==> src/rtl/debug_cmd_handler.sv <==
// debug_cmd_handler
//   Device-side responder for the host debug protocol carried over UART.
//   Decodes single-byte commands, loads programs into instruction memory,
//   controls run/step execution through the stall line, and dumps the
//   pipeline latches and the register file back to the host (LSB byte first).
//   Every dump, load and CPU reset is acknowledged with an 'R' (0x52) byte.
//
// Ports
//   i_clk, i_rst_n           clock, asynchronous active-low reset
//   i_rx_data / i_rx_done    received byte and its one-cycle strobe
//   o_tx_data / o_tx_start   byte to transmit and its one-cycle request
//   i_tx_done                one-cycle strobe: transmitter finished a byte
//   i_if_id .. i_mem_wb      pipeline latches to be dumped
//   o_reg_addr / i_reg_data  register file read port (combinational data)
//   i_halt                   program-end indication from the pipeline
//   o_imem_we/addr/data      instruction memory write port
//   o_stall                  1 = pipeline frozen
//   o_cpu_rst                one-cycle pipeline/PC reset pulse
module debug_cmd_handler #(
  parameter int IF_ID_SIZE      = 32,
  parameter int ID_EX_SIZE      = 129,
  parameter int EX_MEM_SIZE     = 77,
  parameter int MEM_WB_SIZE     = 71,
  parameter int NUM_REGISTERS   = 32,
  parameter int SIZE            = 32,
  parameter int MAX_INSTRUCTION = 64
) (
  input  logic                   i_clk,
  input  logic                   i_rst_n,
  input  logic [7:0]             i_rx_data,
  input  logic                   i_rx_done,
  output logic [7:0]             o_tx_data,
  output logic                   o_tx_start,
  input  logic                   i_tx_done,
  input  logic [IF_ID_SIZE-1:0]  i_if_id,
  input  logic [ID_EX_SIZE-1:0]  i_id_ex,
  input  logic [EX_MEM_SIZE-1:0] i_ex_mem,
  input  logic [MEM_WB_SIZE-1:0] i_mem_wb,
  output logic [4:0]             o_reg_addr,
  input  logic [SIZE-1:0]        i_reg_data,
  input  logic                   i_halt,
  output logic                   o_imem_we,
  output logic [5:0]             o_imem_addr,
  output logic [SIZE-1:0]        o_imem_data,
  output logic                   o_stall,
  output logic                   o_cpu_rst
);

  localparam int IF_ID_BYTES  = (IF_ID_SIZE + 7) / 8;
  localparam int ID_EX_BYTES  = (ID_EX_SIZE + 7) / 8;
  localparam int EX_MEM_BYTES = (EX_MEM_SIZE + 7) / 8;
  localparam int MEM_WB_BYTES = (MEM_WB_SIZE + 7) / 8;
  localparam int REG_BYTES    = SIZE / 8;

  localparam int MAX_AB      = (IF_ID_BYTES > ID_EX_BYTES) ? IF_ID_BYTES : ID_EX_BYTES;
  localparam int MAX_CD      = (EX_MEM_BYTES > MEM_WB_BYTES) ? EX_MEM_BYTES : MEM_WB_BYTES;
  localparam int MAX_LATCH   = (MAX_AB > MAX_CD) ? MAX_AB : MAX_CD;
  localparam int SHIFT_BYTES = (MAX_LATCH > REG_BYTES) ? MAX_LATCH : REG_BYTES;
  localparam int SHIFT_W     = 8 * SHIFT_BYTES;
  localparam int CNT_W       = $clog2(SHIFT_BYTES + 1);

  localparam logic [7:0] CMD_REG_DUMP = 8'h01;
  localparam logic [7:0] CMD_IF_ID    = 8'h02;
  localparam logic [7:0] CMD_ID_EX    = 8'h03;
  localparam logic [7:0] CMD_EX_MEM   = 8'h04;
  localparam logic [7:0] CMD_MEM_WB   = 8'h05;
  localparam logic [7:0] CMD_LOAD     = 8'h07;
  localparam logic [7:0] CMD_CONT     = 8'h08;
  localparam logic [7:0] CMD_STEP     = 8'h09;
  localparam logic [7:0] CMD_STEP_ONE = 8'h0A;
  localparam logic [7:0] CMD_RUN      = 8'h0D;
  localparam logic [7:0] CMD_CPU_RST  = 8'h11;
  localparam logic [7:0] READY_BYTE   = 8'h52;

  typedef enum logic [3:0] {
    ST_IDLE,
    ST_DECODE,
    ST_LOAD_CNT,
    ST_LOAD_BYTE,
    ST_LOAD_WR,
    ST_SNAP,
    ST_REG_FETCH,
    ST_TX_BYTE,
    ST_TX_WAIT,
    ST_SEND_R,
    ST_R_WAIT
  } state_t;

  typedef enum logic {
    MODE_STEP,
    MODE_CONT
  } mode_t;

  state_t             state_q, state_d;
  mode_t              mode_q, mode_d;
  logic               running_q, running_d;
  logic [7:0]         cmd_q, cmd_d;
  logic               stall_q, stall_d;
  logic               tx_start_q, tx_start_d;
  logic [7:0]         tx_data_q, tx_data_d;
  logic               imem_we_q, imem_we_d;
  logic [5:0]         imem_addr_q, imem_addr_d;
  logic [SIZE-1:0]    imem_data_q, imem_data_d;
  logic [4:0]         reg_addr_q, reg_addr_d;
  logic               cpu_rst_q, cpu_rst_d;
  logic [SHIFT_W-1:0] shift_q, shift_d;
  logic [CNT_W-1:0]   tx_cnt_q, tx_cnt_d;
  logic [7:0]         load_cnt_q, load_cnt_d;
  logic [7:0]         word_idx_q, word_idx_d;
  logic [1:0]         byte_idx_q, byte_idx_d;
  logic [SIZE-1:0]    word_q, word_d;
  logic               step_fire;

  always_comb begin
    state_d     = state_q;
    mode_d      = mode_q;
    running_d   = running_q;
    cmd_d       = cmd_q;
    tx_start_d  = 1'b0;
    tx_data_d   = tx_data_q;
    imem_we_d   = 1'b0;
    imem_addr_d = imem_addr_q;
    imem_data_d = imem_data_q;
    reg_addr_d  = reg_addr_q;
    cpu_rst_d   = 1'b0;
    shift_d     = shift_q;
    tx_cnt_d    = tx_cnt_q;
    load_cnt_d  = load_cnt_q;
    word_idx_d  = word_idx_q;
    byte_idx_d  = byte_idx_q;
    word_d      = word_q;
    step_fire   = 1'b0;

    case (state_q)
      ST_IDLE: begin
        if (i_rx_done) begin
          cmd_d   = i_rx_data;
          state_d = ST_DECODE;
        end
      end

      ST_DECODE: begin
        state_d = ST_IDLE;
        case (cmd_q)
          CMD_CONT: mode_d    = MODE_CONT;
          CMD_STEP: mode_d    = MODE_STEP;
          CMD_RUN:  running_d = 1'b1;
          CMD_STEP_ONE: begin
            if (running_q && mode_q == MODE_STEP) begin
              step_fire = 1'b1;
            end
          end
          CMD_CPU_RST: begin
            cpu_rst_d = 1'b1;
            running_d = 1'b0;
            state_d   = ST_SEND_R;
          end
          CMD_LOAD: begin
            running_d = 1'b0;
            state_d   = ST_LOAD_CNT;
          end
          CMD_IF_ID, CMD_ID_EX, CMD_EX_MEM, CMD_MEM_WB: begin
            state_d = ST_SNAP;
          end
          CMD_REG_DUMP: begin
            reg_addr_d = '0;
            state_d    = ST_REG_FETCH;
          end
          default: state_d = ST_IDLE;
        endcase
      end

      ST_LOAD_CNT: begin
        if (i_rx_done) begin
          load_cnt_d = i_rx_data;
          word_idx_d = '0;
          byte_idx_d = '0;
          state_d    = (i_rx_data == 8'd0) ? ST_SEND_R : ST_LOAD_BYTE;
        end
      end

      ST_LOAD_BYTE: begin
        if (i_rx_done) begin
          // Shift in from the top so the first (least significant) byte
          // ends up in bits [7:0] after the fourth byte.
          word_d     = {i_rx_data, word_q[SIZE-1:8]};
          byte_idx_d = byte_idx_q + 2'd1;
          if (byte_idx_q == 2'd3) begin
            state_d = ST_LOAD_WR;
          end
        end
      end

      ST_LOAD_WR: begin
        // Words past the end of instruction memory are consumed silently.
        if (32'(word_idx_q) < MAX_INSTRUCTION) begin
          imem_we_d   = 1'b1;
          imem_addr_d = word_idx_q[5:0];
          imem_data_d = word_q;
        end
        word_idx_d = word_idx_q + 8'd1;
        state_d    = (word_idx_q + 8'd1 == load_cnt_q) ? ST_SEND_R : ST_LOAD_BYTE;
      end

      ST_SNAP: begin
        shift_d = '0;
        case (cmd_q)
          CMD_IF_ID: begin
            shift_d[IF_ID_SIZE-1:0] = i_if_id;
            tx_cnt_d                = CNT_W'(IF_ID_BYTES);
          end
          CMD_ID_EX: begin
            shift_d[ID_EX_SIZE-1:0] = i_id_ex;
            tx_cnt_d                = CNT_W'(ID_EX_BYTES);
          end
          CMD_EX_MEM: begin
            shift_d[EX_MEM_SIZE-1:0] = i_ex_mem;
            tx_cnt_d                 = CNT_W'(EX_MEM_BYTES);
          end
          default: begin
            shift_d[MEM_WB_SIZE-1:0] = i_mem_wb;
            tx_cnt_d                 = CNT_W'(MEM_WB_BYTES);
          end
        endcase
        state_d = ST_TX_BYTE;
      end

      ST_REG_FETCH: begin
        // o_reg_addr was registered on entry, so read data is valid here.
        shift_d             = '0;
        shift_d[SIZE-1:0]   = i_reg_data;
        tx_cnt_d            = CNT_W'(REG_BYTES);
        state_d             = ST_TX_BYTE;
      end

      ST_TX_BYTE: begin
        tx_data_d  = shift_q[7:0];
        tx_start_d = 1'b1;
        shift_d    = shift_q >> 8;
        tx_cnt_d   = tx_cnt_q - CNT_W'(1);
        state_d    = ST_TX_WAIT;
      end

      ST_TX_WAIT: begin
        if (i_tx_done) begin
          if (tx_cnt_q != '0) begin
            state_d = ST_TX_BYTE;
          end else if (cmd_q == CMD_REG_DUMP && reg_addr_q != 5'(NUM_REGISTERS - 1)) begin
            reg_addr_d = reg_addr_q + 5'd1;
            state_d    = ST_REG_FETCH;
          end else begin
            state_d = ST_SEND_R;
          end
        end
      end

      ST_SEND_R: begin
        tx_data_d  = READY_BYTE;
        tx_start_d = 1'b1;
        state_d    = ST_R_WAIT;
      end

      ST_R_WAIT: begin
        if (i_tx_done) begin
          state_d = ST_IDLE;
        end
      end

      default: state_d = ST_IDLE;
    endcase

    // Halt wins over a same-cycle run command.
    if (i_halt) begin
      running_d = 1'b0;
    end

    stall_d = !(step_fire || (mode_d == MODE_CONT && running_d));
  end

  always_ff @(posedge i_clk or negedge i_rst_n) begin
    if (!i_rst_n) begin
      state_q     <= ST_IDLE;
      mode_q      <= MODE_STEP;
      running_q   <= 1'b0;
      cmd_q       <= '0;
      stall_q     <= 1'b1;
      tx_start_q  <= 1'b0;
      tx_data_q   <= '0;
      imem_we_q   <= 1'b0;
      imem_addr_q <= '0;
      imem_data_q <= '0;
      reg_addr_q  <= '0;
      cpu_rst_q   <= 1'b0;
      shift_q     <= '0;
      tx_cnt_q    <= '0;
      load_cnt_q  <= '0;
      word_idx_q  <= '0;
      byte_idx_q  <= '0;
      word_q      <= '0;
    end else begin
      state_q     <= state_d;
      mode_q      <= mode_d;
      running_q   <= running_d;
      cmd_q       <= cmd_d;
      stall_q     <= stall_d;
      tx_start_q  <= tx_start_d;
      tx_data_q   <= tx_data_d;
      imem_we_q   <= imem_we_d;
      imem_addr_q <= imem_addr_d;
      imem_data_q <= imem_data_d;
      reg_addr_q  <= reg_addr_d;
      cpu_rst_q   <= cpu_rst_d;
      shift_q     <= shift_d;
      tx_cnt_q    <= tx_cnt_d;
      load_cnt_q  <= load_cnt_d;
      word_idx_q  <= word_idx_d;
      byte_idx_q  <= byte_idx_d;
      word_q      <= word_d;
    end
  end

  assign o_tx_data   = tx_data_q;
  assign o_tx_start  = tx_start_q;
  assign o_imem_we   = imem_we_q;
  assign o_imem_addr = imem_addr_q;
  assign o_imem_data = imem_data_q;
  assign o_reg_addr  = reg_addr_q;
  assign o_stall     = stall_q;
  assign o_cpu_rst   = cpu_rst_q;

endmodule

==> config.mk <==
export PLATFORM = sky130hd
export DESIGN_NAME = debug_cmd_handler
export DESIGN_NICKNAME = d
export VERILOG_FILES = /design/src/rtl/debug_cmd_handler.sv
export SDC_FILE = /design/constraint.sdc
export NUM_CORES = 1
export LEC_CHECK = 0
export CORE_ASPECT_RATIO = 0.5
export CORE_UTILIZATION = 30
export DETAILED_ROUTE_END_ITERATION = 6
export PLACE_DENSITY = 0.65
export SYNTH_ARGS = -nofsm -noshare
export SYNTH_HDL_FRONTEND = slang
export SYNTH_SLANG_ARGS = --single-unit
==> constraint.sdc <==
create_clock -name i_clk -period 3.28 [get_ports i_clk]
set_input_delay 0.656 -clock i_clk [delete_from_list [all_inputs] [get_ports i_clk]]
set_output_delay 0.656 -clock i_clk [all_outputs]
set_load 0.02 [all_outputs]
==> impl_metrics.yaml <==
cts:
  clk_latency_ns: 0.55
  cts_max_level: 1
  numCtsBuffers: 26
  clk_pin_slew_ns: 0.07
  post-cts-setup-buffers: 0
  cts_resized: 0
  cts.sinks: 253
  ctsHoldBuffers: 0
  clockBufferDepth: 3
  cts_tree: "done"
  root_buffer: "clkbuf_16"
worst_setup_path:
  reg2reg_depth: 6
  crit_type: "flop to flop"
  worst_setup_path_start_kind: "flop"
  critPathLaunch: "state_q[2]"
  ff2ff_setup_slack_ns: 0.68
  worstPathMaxFanout: 54
  worstReg2RegEnd: "shift_q[44]"
  crit_path_end: "shift_q[44]"
  reg2reg_from: "state_q[2]"
  worst_ep_arrival_time_ns: 3.03
  cp_data_required_time_ns: 3.71
  endpoint_kind: "flop"
timing:
  rsz0062_at_grt: "false"
  finalSetupTns_ns: 0
  fmax_mhz: 385
  slew_headroom_pct: 24.9
  slew_viol_final: 0
  worstMarginPinSlew_ns: 1.12
  whs_ns: 0.103
  period_share_pct: 79.2
  period_minus_slack_ns: 2.60
  finalHoldViolCount: 0
  final.setup_skew_ns: 0.0194
  setup_violations: 0
synth:
  synth_top_family_by_area: "compound AO/OA/AOI/OAI gates"
  synth_xor_area_share_pct: 0.670
  synth_seq_area_share_pct: 48.5
  synth_area_per_cell_um2: 9.28
  synth-simple-area-share_pct: 19.2
  syn_nets: 1767
  synthesis.area_um2: 13100
  synthTopCellsByArea: "dfrtp_1 48%, nand2_1 8.8%, mux2_2 4.1%, o211ai_1 3.9%, nand3_1 3.8%"
  ys_types: 63
  synth_top_area_share_pct: 48.3
  synth.largest_area_cell: "dfrtp_1"
  synth_mux_area_share_pct: 6.67
  synth_edf_count: 0
  synthAdderAreaFrac_pct: 0.575
  synth-async-reset-ratio_pct: 100
  synth_compound_area_share_pct: 20.4
  ys_seq_elements: 253
  synth_warnings: 0
  syn_inst: 1407
  synth_flop_cell: "dfrtp_1"
global_route:
  grt_remaining_overflow: 0
  grt_pass1_wl_mm: 71.6
  grt_start_max_net_pins: 84
  grt_pass1_vias: 12000
  grt_usage_pct: 20.6
  antenna_found_initial: 6
die:
  io_pins: 409
  core_area_um2: 42400
  die_h_um: 150
  initial_utilization_pct: 30.8
  die-area_um2: 44400
  row_count: 53
  die_x_um: 297
power_and_ir_drop:
  power.leakage_uw: 0.00787
  peakVddDrop_v: 0.000488
  power_density_nw_per_um2: 662
  power_uw: 12400
run_status:
  status: "finished, final reports clean"
cells_and_area:
  design_area_um2: 18700
  final_cell_mix: "407 x clkdlybuf4s50_1, 304 x nand2_1, 251 x dfrtp_1"
  layout-drive-gt1-share_pct: 9.00
  final_nets: 2121
  fillers: 4183
  syn_to_final_growth_pct: 42.9
  final_common_cell: "clkdlybuf4s50_1"
routing:
  drtPass1Iterations: 5
  vias: 12100
  drt-initial-drc-count: 823
  ant_nets: 0
  wl_per_cell_um: 19.6
  finalWirelength_mm: 46.3
  drc_errors: 0
  drt-vias-per-instance: 5.11
place:
  post_dp_cell_area_um2: 17800
  port_buffers: 408
  gp_congestion: 0.866
  dp_hpwl_mm: 34.1
worst_hold_path:
  worst_hold_path_type: "input pin to asynchronous set/reset pin"
job:
  drv_cap: 0
==> flip-flops by register name, summed over array words and instances, names as in the netlist, 2 cells and up <==
register,cells
shift_q,129
tx_cnt_q,5
cmd_q,8
word_q,32
load_cnt_q,8
o_imem_data,32
word_idx_q,8
byte_idx_q,2
o_imem_addr,6
state_q,4
o_tx_data,8
o_reg_addr,5
==> logic make-up after synthesis <==
family,count (synthesis)
and+or+nand+nor,560
AOI/OAI and AO/OA,373
DFF,253
buffers and inverters,124
muxes,81
xor gates and xnor gates,10
adders and majority gates,6
==> worst max-delay path, cell delays in order, from the launching register on <==
cell and delay (ns):
dfrtp_1 0.65, nor2b_1 0.51, o21ai_4 0.42, buf_12 0.33, a221oi_1 0.27, o21ai_1 0.15, o21a_1 0.12
==> per-layer routing <==
metal,global-route usage (%),wire [µm],vias to the layer above
met1,27.6,20600,5952
met3,3.24,1770,67
li1,-,-,5791
met5,0,0,-
met4,5.98,1100,0
met2,34.3,22800,252
==> metrics by stage <==
step,std cells,setup slack (ns),utilization [%]
2_1_floorplan,1407,1.21,-
3_3_place_gp,2310,0.778,41.9
3_5_place_dp,2310,0.751,41.9
5_1_grt,2360,0.472,44.0
6_report,2360,0.682,44.0
4_1_cts,2354,0.721,43.9
==> worst min path at each step <==
stage,to,cells past startpoint,startpoint,slack (ns)
after floorplan,byte_idx_q[0],0,i_rst_n,0.36
after global placement,o_imem_data[2],2,word_q[2],0.45
after detailed placement,o_imem_data[6],2,word_q[6],0.45
after CTS,shift_q[39],1,i_rst_n,0.11
after global routing,shift_q[39],1,i_rst_n,0.14
final,shift_q[39],1,i_rst_n,0.10
==> power by group <==
group          leakage [µW]  switching [µW]  internal [µW]  total (µW)
clock              0.000409            1310           1750        3060
combinational       0.00436            2080           1940        4020
sequential          0.00311             989           4280        5270
==> cells in the mapped netlist, types with 7 or more instances <==
cell      count
o211ai_1     67
a31oi_1      24
nand4_1       7
nor2_1       91
nand2_1     305
mux2_2       48
a21oi_2      19
mux2i_1      33
nand2b_1      8
xnor2_1       8
a22oi_1      59
inv_1         9
o21ai_1       8
o21ai_0      24
a221oi_1     39
o21a_1        7
a22o_1       19
dfrtp_1     252
a21oi_1      62
a21o_1       23
buf_2        22
clkbuf_1     86
nand3_1      98
==> layout make-up <==
cell class,count,area [µm²],area share [%]
repair buffers,441,4450,23.8
diodes,6,15.0,0.0804
well taps,577,722,3.87
inverters,9,33.8,0.181
clock inverters,11,159,0.851
flip-flops and latches,253,6330,33.9
clock buffers,33,697,3.73
multi-input cells,1030,6260,33.5
(Power assumes the default switching activity.)
